### config.mk
export PLATFORM = sky130hd
export DESIGN_NAME = seq_booth_mult
export DESIGN_NICKNAME = d
export VERILOG_FILES = /design/src/rtl/seq_booth_mult.sv
export SDC_FILE = /design/constraint.sdc
export NUM_CORES = 1
export LEC_CHECK = 0
export CAP_MARGIN = 25
export CORE_MARGIN = 4
export CORE_UTILIZATION = 45
export DETAILED_ROUTE_END_ITERATION = 8
export GPL_ROUTABILITY_DRIVEN = 0
export PLACE_DENSITY_LB_ADDON = 0.3
export SYNTH_ARGS = -nofsm -noshare
export SYNTH_HDL_FRONTEND = slang
export SYNTH_SLANG_ARGS = --single-unit
### constraint.sdc
create_clock -name clk -period 3.81 [get_ports clk]
set_input_delay 0.762 -clock clk [delete_from_list [all_inputs] [get_ports clk]]
set_output_delay 0.762 -clock clk [all_outputs]
set_load 0.1 [all_outputs]
### src/rtl/seq_booth_mult.sv
// Sequential radix-2 Booth multiplier: one recoding step per clock.
// A WIDTH+1 accumulator keeps the 2*WIDTH-bit signed product exact for every operand pair.
module seq_booth_mult #(
  parameter int WIDTH = 32
) (
  input  logic               clk,
  input  logic               rst_n,
  input  logic               start,
  input  logic [WIDTH-1:0]   multiplicand,
  input  logic [WIDTH-1:0]   multiplier,
  output logic               ready,
  output logic               done,
  output logic [2*WIDTH-1:0] product
);
  // state | meaning
  // ----- | ---------------------------------------------
  // IDLE  | ready=1, waiting for start
  // RUN   | one Booth step per clock, WIDTH steps in total
  // DONE  | done=1 for one cycle, product valid
  localparam int CNT_W = $clog2(WIDTH);
  localparam logic [CNT_W-1:0] LAST = CNT_W'(WIDTH - 1);

  typedef enum logic [1:0] {IDLE, RUN, DONE} state_t;

  state_t           state;
  logic [WIDTH:0]   acc;
  logic [WIDTH:0]   mcand;
  logic [WIDTH:0]   sum;
  logic [WIDTH:0]   acc_nxt;
  logic [WIDTH-1:0] mq;
  logic [WIDTH-1:0] mq_nxt;
  logic             q_1;
  logic [CNT_W-1:0] cnt;

  // Add/subtract chosen by the Booth pair, then arithmetic shift of {acc, mq, q_1}.
  always_comb begin
    case ({mq[0], q_1})
      2'b01:   sum = acc + mcand;
      2'b10:   sum = acc - mcand;
      default: sum = acc;
    endcase
    acc_nxt = {sum[WIDTH], sum[WIDTH:1]};
    mq_nxt  = {sum[0], mq[WIDTH-1:1]};
  end

  always_ff @(posedge clk or negedge rst_n) begin
    if (!rst_n) begin
      state   <= IDLE;
      ready   <= 1'b1;
      done    <= 1'b0;
      product <= '0;
      acc     <= '0;
      mcand   <= '0;
      mq      <= '0;
      q_1     <= 1'b0;
      cnt     <= '0;
    end else begin
      case (state)
        IDLE: begin
          if (start) begin
            acc   <= '0;
            mq    <= multiplier;
            q_1   <= 1'b0;
            mcand <= {multiplicand[WIDTH-1], multiplicand};
            cnt   <= '0;
            ready <= 1'b0;
            state <= RUN;
          end
        end
        RUN: begin
          acc <= acc_nxt;
          mq  <= mq_nxt;
          q_1 <= mq[0];
          cnt <= cnt + CNT_W'(1);
          if (cnt == LAST) begin
            product <= {acc_nxt[WIDTH-1:0], mq_nxt};
            done    <= 1'b1;
            state   <= DONE;
          end
        end
        DONE: begin
          done  <= 1'b0;
          ready <= 1'b1;
          state <= IDLE;
        end
        default: state <= IDLE;
      endcase
    end
  end
endmodule
==> impl_metrics.toml <==
[cts]
cts_sinks = 170
cts_buffers = 17
cts_hold_buf = 0
path_clk_slew_ns = 0.07
cts_tree = "built"
htree_levels = 4
clock_latency_ns = 0.44
cts.path.max_buffers = 2
clock-root-buffer = "clkbuf_16"

[drt]
post_drt_wl_per_cell_um = 17.2
drt_iter0_drc = 807
drt_pass1_iterations = 5
totalWireLength_um = 25700
via_per_inst = 5.61
remaining_drc_errors = 0
postRouteAntennaNets = 0
vias = 8393

[synth]
syn-cell-area_um2 = 9340
synthFlopType = "dfrtp_1"
synth_cells = 1031
async_flop_share_pct = 100
avgSynthCellArea_um2 = 9.06
yosysTopAreaCell = "dfrtp_1"
seq_area_frac_synth_pct = 45.5
ys_warn_count = 0
ys_ff_latch = 170
synth-edff-count = 0
synth_cell_types = 63
synth_nets = 1135
ys_top_cells_by_area = "dfrtp_1 (45%), nand2_1 (7.4%), a21oi_1 (5.7%)"
synth_top_area_share_pct = 45.3

[finish]
synthToLayoutAreaGrowth_pct = 34.6
final_cell_mix = "nand2_1 (177), dfrtp_1 (169), clkdlybuf4s50_1 (131), a21oi_1 (90), buf_4 (87)"
final_util_pct = 62.0
num_antenna_cells = 0
nFillCells = 1684
layout.nets = 1317
final_common_cell = "nand2_1"
ff_latch_area_um2 = 4260
multi_input_area_um2 = 5180
drive_gt1_share_pct = 20.2

[global_route]
busiest_layer = "met1"
antenna_found_initial = 0
use_met3_pct = 5.12
grt_use_total_pct = 21.6
met1_usage_pct = 32.5
grt_pass1_vias = 8074
grt-ovfl-total = 0
grt_max_degree = 88
use_met2_pct = 30.5
grt_pass1_wl_um = 41400

[setup_path]
cp_max_fo = 3
required_ns = 4.19
worst_r2r_startpoint = "mcand[8]"
worst-setup-path-type = "reg -> reg"
critical_path.endpoint_type = "register"
timing.rr.end = "product[63]"
cp-endpoint = "product[63]"
reg2reg_slack_ns = -0.17
path_common_cell = "nor3_2"
cp_slowest_cell = "or4b_4"
max_stage_delay_ns = 0.53
ff2ff_path_depth = 18
start_kind = "register"
arrival_ns = 4.36
crit_path_start = "mcand[8]"
worstPathCellList = "nor3_2 > nand2b_1 > or4b_4 > nor2_4 > nand2_4 > nor4_4 > nor2_1 > xnor2_1 > ha_1 > a21oi_2 > o21ai_1 > or3_1 > a211oi_2 > nor3_2 > o2111ai_2 > nand2_2 > or4_4 > nand3_2"

[sta]
rsz0062_at_grt = "true"
finalHoldViolCount = 0
relSlewSlack_pct = 32.3
fmax_mhz = 251
setup_viol = 11
tightest_slew_ns = 1.01
fin_skew_ns = 0.0104
setup_tns_ns = -0.825
hold_ws_ns = 0.330
period_share_pct = 105
finalMaxSlewViolations = 0
period_minus_slack_ns = 3.98
worst_slack_ns = -0.171

[status]
status = "complete, but fails checks"
violations = "negative setup slack"

[die]
die_h_um = 152
die_w_um = 152
dieArea_um2 = 23100
start_util_pct = 46.0
core_region_area_um2 = 20300
rows = 52
pin_count = 133

[placement]
portBuffers = 132
dpl.hpwl_um = 17700

[hold_path]
hp-class = "in -> async"

[job]
drv_cap = 0
-- flip-flops by register name (all words and copies together), names as in the netlist --
signal   cells
state        2
mcand       32
cnt          5
q_1          1
mq          32
product     64
done         1
ready        1
acc         32
-- metal layers --
metal  vias up  wire, um
li1       4040         -
met1      4006     12400
met2       308     11100
met3        39      1680
met4         0       493
met5         -         0
-- worst min path at each step --
| stage | slack, ns | start | end | depth (start not counted) |
|---|---|---|---|---|
| 6_report | 0.33 | rst_n | mcand[2] | 1 |
| 5_1_grt | 0.38 | rst_n | mcand[2] | 1 |
| 4_1_cts | 0.36 | rst_n | mcand[2] | 1 |
| 3_5_place_dp | 0.46 | product[24] | product[24] | 2 |
| 3_3_place_gp | 0.46 | product[33] | product[33] | 2 |
| 2_1_floorplan | 0.45 | cnt[3] | cnt[3] | 1 |
-- cells by family after synthesis --
group                    synth area share, %
AND/OR/NAND/NOR                         14.4
buffers and inverters                   3.64
flip-flops                              45.5
XOR/XNOR                                5.44
AO/OA/AOI/OAI                           20.7
multiplexers                            5.29
adder cells (fa/ha/maj)                 5.03
-- cell type report --
class                           instances  share of cell area [%]
Multi-Input combinational cell        771                    41.2
Sequential cell                       170                    33.8
Timing Repair Buffer                  227                    16.5
Clock buffer                           17                    3.38
Tap cell                              270                    2.69
Clock inverter                         15                    1.62
Inverter                               26                   0.776
-- cells in the mapped netlist, types with 11 or more instances --
cell	instances
a21o_1	11
a21oi_1	106
clkbuf_1	61
dfrtp_1	169
ha_1	36
inv_1	24
mux2_2	35
nand2_1	185
nor2_1	49
nor3_1	15
o21ai_0	53
o21ai_1	35
o22ai_1	65
xnor2_1	50
-- worst max-delay path, delay by kind of cell, from the launching register on --
kind	cells	cell delay (ns)
and+or+nand+nor	12	2.35
AOI/OAI and AO/OA	4	0.68
DFF	1	0.39
adders and majority gates	1	0.37
xor gates and xnor gates	1	0.14
-- timing repair --
item / in CTS / in global routing
endpoints found under the setup margin: 17 / 29
buffers inserted: 7 / 11
pin swaps: 8 / 28
resized for setup: 24 / 70
-- through the flow --
step	std cells	worst slack [ns]	instance area [um^2]
2_1_floorplan	1031	-0.0954	9380
6_report	1496	-0.171	12600
5_1_grt	1496	-0.370	12600
4_1_cts	1485	-0.106	12200
3_3_place_gp	1446	-0.121	11400
3_5_place_dp	1446	-0.218	11400
Power is not shown: default switching activity piles up to over one toggle a cycle in this logic, so the estimate is an artifact.
